**config.mk**
```make
export PLATFORM = sky130hd
export DESIGN_NAME = id_counter_dco
export DESIGN_NICKNAME = d
export VERILOG_FILES = /design/src/rtl/id_counter_dco.sv
export SDC_FILE = /design/constraint.sdc
export NUM_CORES = 1
export LEC_CHECK = 0
export CAP_MARGIN = 20
export CORE_AREA = 5 5 42 44
export CTS_CLUSTER_SIZE = 14
export DETAILED_ROUTE_END_ITERATION = 10
export DIE_AREA = 0 0 47 49
export PLACE_DENSITY = 0.6
export SLEW_MARGIN = 20
export SYNTH_ARGS = -nofsm -noshare
export SYNTH_HDL_FRONTEND = slang
export SYNTH_SLANG_ARGS = --single-unit
```
**constraint.sdc**
```tcl
create_clock -name clk -period 2.56 [get_ports clk]
set_input_delay 0.768 -clock clk [delete_from_list [all_inputs] [get_ports clk]]
set_output_delay 0.768 -clock clk [all_outputs]
set_load 0.01 [all_outputs]
```
**src/rtl/id_counter_dco.sv**
```systemverilog
// Increment/decrement counter and divide-by-N DCO for the all-digital PLL.
// Carry/borrow pulses insert or delete pulses in a clk/2 stream that is then divided by N_DIV.
module id_counter_dco #(
  parameter int unsigned N_DIV = 8,
  parameter int unsigned CNT_W = 3
) (
  input  logic             clk,
  input  logic             reset,
  input  logic             carry,
  input  logic             borrow,
  output logic             id_out,
  output logic [CNT_W-1:0] div_count,
  output logic             dco_out
);

  localparam logic [CNT_W-1:0] CNT_MAX  = CNT_W'(N_DIV - 1);
  localparam logic [CNT_W-1:0] CNT_HALF = CNT_W'(N_DIV / 2);

  typedef enum logic [1:0] {
    P_NONE   = 2'b00,
    P_CARRY  = 2'b01,
    P_BORROW = 2'b10
  } pend_t;

  logic             t_q, t_d;
  pend_t            pend_q, pend_d, pend_cons;
  logic [CNT_W-1:0] cnt_q, cnt_d;
  logic             id_en;
  logic             id_out_d, dco_out_d;

  assign div_count = cnt_q;

  // State register
  always_ff @(posedge clk) begin
    if (reset) begin
      t_q     <= 1'b0;
      pend_q  <= P_NONE;
      cnt_q   <= {CNT_W{1'b0}};
      id_out  <= 1'b0;
      dco_out <= 1'b0;
    end else begin
      t_q     <= t_d;
      pend_q  <= pend_d;
      cnt_q   <= cnt_d;
      id_out  <= id_out_d;
      dco_out <= dco_out_d;
    end
  end

  // Enable decode, pending-request update and divider next state
  always_comb begin
    t_d       = ~t_q;
    pend_cons = pend_q;
    pend_d    = pend_q;
    cnt_d     = cnt_q;
    id_en     = 1'b0;
    id_out_d  = 1'b0;
    dco_out_d = 1'b0;

    // t=1 slots are the nominal pulses; t=0 slots are free for insertion
    if (t_q) id_en = (pend_q != P_BORROW);
    else     id_en = (pend_q == P_CARRY);

    if (!t_q && pend_q == P_CARRY)  pend_cons = P_NONE;
    if (t_q  && pend_q == P_BORROW) pend_cons = P_NONE;

    pend_d = pend_cons;
    if (carry && !borrow)
      pend_d = (pend_cons == P_BORROW) ? P_NONE : P_CARRY;
    else if (borrow && !carry)
      pend_d = (pend_cons == P_CARRY) ? P_NONE : P_BORROW;

    if (id_en)
      cnt_d = (cnt_q == CNT_MAX) ? {CNT_W{1'b0}} : cnt_q + CNT_W'(1);

    id_out_d  = id_en;
    dco_out_d = (cnt_d < CNT_HALF);
  end

endmodule

```
== Yosys cells after proc, flatten, opt, wreduce, memory -nomap -nowiden ==
Cells that the tools add are included.
Cells by class
  $add $sub $neg: 1
  $lt $le $gt $ge: 1
  equal/unequal tests: 6
  mux-type cells: 9
  bitwise operators: 1
  reductions and logical operators: 7
Operator list (count)
  $mux W2: 5
  $mux W3: 2
  $eq A2 B1 Y1 const B: 2
  $eq A2 B2 Y1 const B: 2
  $logic_and A1 B1 Y1: 4
  $add A3 B1 Y3 const B: 1
  $eq A3 B3 Y1 const B: 1
  $logic_not A1 Y1: 3
  $lt A3 B3 Y1 const B: 1
  $mux W1: 2
  $ne A2 B2 Y1 const B: 1
  $not A1 Y1: 1
Word-level totals
  register bits after elaboration: 8
  output and inout port bits: 5
  logic and storage cells: 30

== Logic depth before layout (Yosys ltp) ==
Gate-level depths: netlist of the first run.
  depth after elaboration: 8
  gate-level depth with buffers: 4

== Worst setup path before layout of the first run ==
No wires, ideal clock.
  path type: input to register
  from: input port reset
  to: register cnt_q[1] (netlist: div_count[1])
  arrival: 1.353 ns
  required time: 2.488 ns
  path slack: 1.135 ns
  stages: 3
  buffers on the path: 1
  cell sequence: buf_2 -> or3b_1 -> mux2i_1
RTL lines
  start: declaration: RTL line 8  | input logic reset,
  end signal: assignment: RTL line 38  | cnt_q <= {CNT_W{1'b0}};
  end signal: assignment: RTL line 44  | cnt_q <= cnt_d;
  end: declaration: RTL line 27  | logic [CNT_W-1:0] cnt_q, cnt_d;

== Final worst setup path of the first run ==
  from: register cnt_q[2] (netlist: div_count[2])
  to: output port div_count[2]
RTL lines
  end: declaration: RTL line 12  | output logic [CNT_W-1:0] div_count,
No word-level cell between the ends.

==> out/results.tsv, run 1 <==
metric	value	unit
syn_area_per_cell	10.1	µm²
worstSetupStartpointType	register	
clk_pin_slew	50	ps
grt_max_degree	11	
setup_viol	0	
setup_tns	0	ps
yosysTopAreaCell	dfxtp_1	
intPower	0.225	mW
leakage	0.202	nW
seq_power_share	0.485	
grt_pass1_vias	230	
cap_viol_max_count	0	
syn_inst	39	
status	completed	
dr.first_iter.drc_count	2	
swShare	0.252	
antenna_found_initial	0	
cts_tree	yes	
ctsHtreeMaxLevel	1	
hold_viol	0	
utilization	0.360	
ys_types	20	
cp.arrival	1190	ps
power_per_cell_area	597	mW/mm²
synth.yosys.seq_area_share	0.406	
fin_nets	56	
cpPeakStageDelay	560	ps
ys_warn_count	0	
power_switching	0.0758	mW
max_freq	510	MHz
crit_path_end_kind	primary output	
drive_gt1_frac	0.167	
cp.required	1790	ps
slew-limit-headroom	0.787	
hold_path.class	register to register	
synth.cell_area	394	µm²
cts.sinks	8	
clk_latency	250	ps
drc_errors	0	
drt_wl_total	690	µm
critical_path_class	register to primary output	
die_w	47	µm
clockPowerShare	0.315	
slew_viol_final	0	
whs	505	ps
holdBufCountCts	0	
ant_nets	0	
grt_use_total	0.0677	
viasPerCell	4.63	
wl_per_cell	10.8	µm
fin_skew	0.636	ps
vias	296	
fp.dieH	49	µm
coreArea	0.00140	mm²
period_share	0.766	
gr-total-overflow	0	
rsz0062_at_grt	no	
dieArea	0.00230	mm²
layout_min_cycle_time	1960	ps
portBuffers	8	
cts_resized	0	
routabilityCongestion	0.718	
worst_pin_slew	319	ps
syn2layout_area_growth	27.9	%
antennaDiodeCount	0	
post-dp-hpwl	511	µm
post_cts_buffers	0	
combPwrFrac	0.200	
peakVddDrop	0.229	mV
firstDrtPassIters	2	
syn-num-nets	45	
cts_root_buf	clkbuf_4	
yosys.area.top_type_share	0.406	
crit_path_max_fanout	4	
grt_first_pass_wirelength	1050	µm
final_cell_mix	dfxtp_1 (8), clkdlybuf4s50_1 (8), a211oi_1 (5), nand2b_1 (4)	
place_area	482	µm²
io_pins	9	
cp_slowest_cell	clkdlybuf4s50_1	
cpLargestDelayFamily	buffers and inverters	
core.rowCount	14	
clock_path_buffers	2	
final_cell_area	504	µm²
fillCellCount	163	
start_util	0.281	
critical_path_buf_inv_count	1	
numCtsBuffers	3	
synth-seq-cells	8	
crit_chain	clkdlybuf4s50_1	
synth.area.top_cells	dfxtp_1 (41%), a211oi_1 (9.5%), ha_1 (6.3%)	
-- power groups by stage --
| stage | Clock (mW) | Combinational [mW] | Sequential (mW) |
|---|---|---|---|
| floorplan | 0 | 0.0357 | 0.149 |
| global placement | 0 | 0.0609 | 0.148 |
| detailed placement | 0 | 0.0611 | 0.149 |
| CTS | 0.101 | 0.0613 | 0.146 |
| global route | 0.108 | 0.0651 | 0.148 |
| finish | 0.0950 | 0.0603 | 0.146 |
-- stage by stage --
step	worst slack (ps)	power (mW)	cells
after floorplan	1130	0.185	39
after global placement	659	0.209	61
after detailed placement	612	0.210	61
after CTS	584	0.308	64
after global routing	558	0.321	64
final	599	0.301	64
-- registers in the layout, indices dropped and copies added, names as in the netlist --
register and cells:
div_count 3, id_out 1, pend_q 2, t_q 1, dco_out 1
-- per-layer routing --
metal  GRT usage  vias up  share of wire
met1      0.0841      129           0.48
met3      0.0332        2          0.042
met5           0        -              0
li1            -      158              -
met2      0.0701        7           0.45
met4      0.0829        0          0.032
-- cell families after synthesis --
logic type | synth area share
simple gates | 0.216
compound gates | 0.200
flops | 0.406
buf+inv | 0.0508
mux | 0.0635
fa+ha+maj | 0.0635
-- layout make-up --
| cell class | instances | area [µm²] | area share |
|---|---|---|---|
| Multi-Input combinational cell | 27 | 214 | 0.424 |
| Inverter | 2 | 7.51 | 0.0149 |
| Timing Repair Buffer | 8 | 80.1 | 0.159 |
| Tap cell | 16 | 20.0 | 0.0397 |
| Clock buffer | 3 | 22.5 | 0.0447 |
| Sequential cell | 8 | 160 | 0.318 |
-- cells in the mapped netlist, drive strengths merged --
master and instances:
a211oi 5, nor3 1, a2111oi 1, inv 2
a21oi 2, buf 2, a21o 1, ha 2
mux2 1, mux2i 1, o21ai 1, or3b 1
nand2b 5, nor2 3, dfxtp 8, nor2b 3
-- worst paths after layout --
check,slack (ps),cells past startpoint,end,startpoint
min reg2reg,510,2,div_count[1],div_count[1]
max reg2reg,1300,4,div_count[1],div_count[0]
min,510,2,div_count[1],div_count[1]
max,600,1,div_count[2],div_count[2]
Note: power is estimated with default switching activity, not from simulation.
==> inputs of run 2 (changes only) <==
==> constraint.sdc (replaced) <==
create_clock -name clk -period 2 [get_ports clk]
set_input_delay 0.6 -clock clk [delete_from_list [all_inputs] [get_ports clk]]
set_output_delay 0.6 -clock clk [all_outputs]
set_load 0.01 [all_outputs]
==> results of run 2 <==
Same layout as run 1 (identical final DEF). Status: completed.
Among the figures that moved: setup slack after placement 612 ps -> 220 ps; setup slack after layout 599 ps -> 207 ps; register-to-register setup slack 1300 ps -> 740 ps; total power 0.301 mW -> 0.386 mW; worst IR drop on VDD 0.229 mV -> 0.293 mV
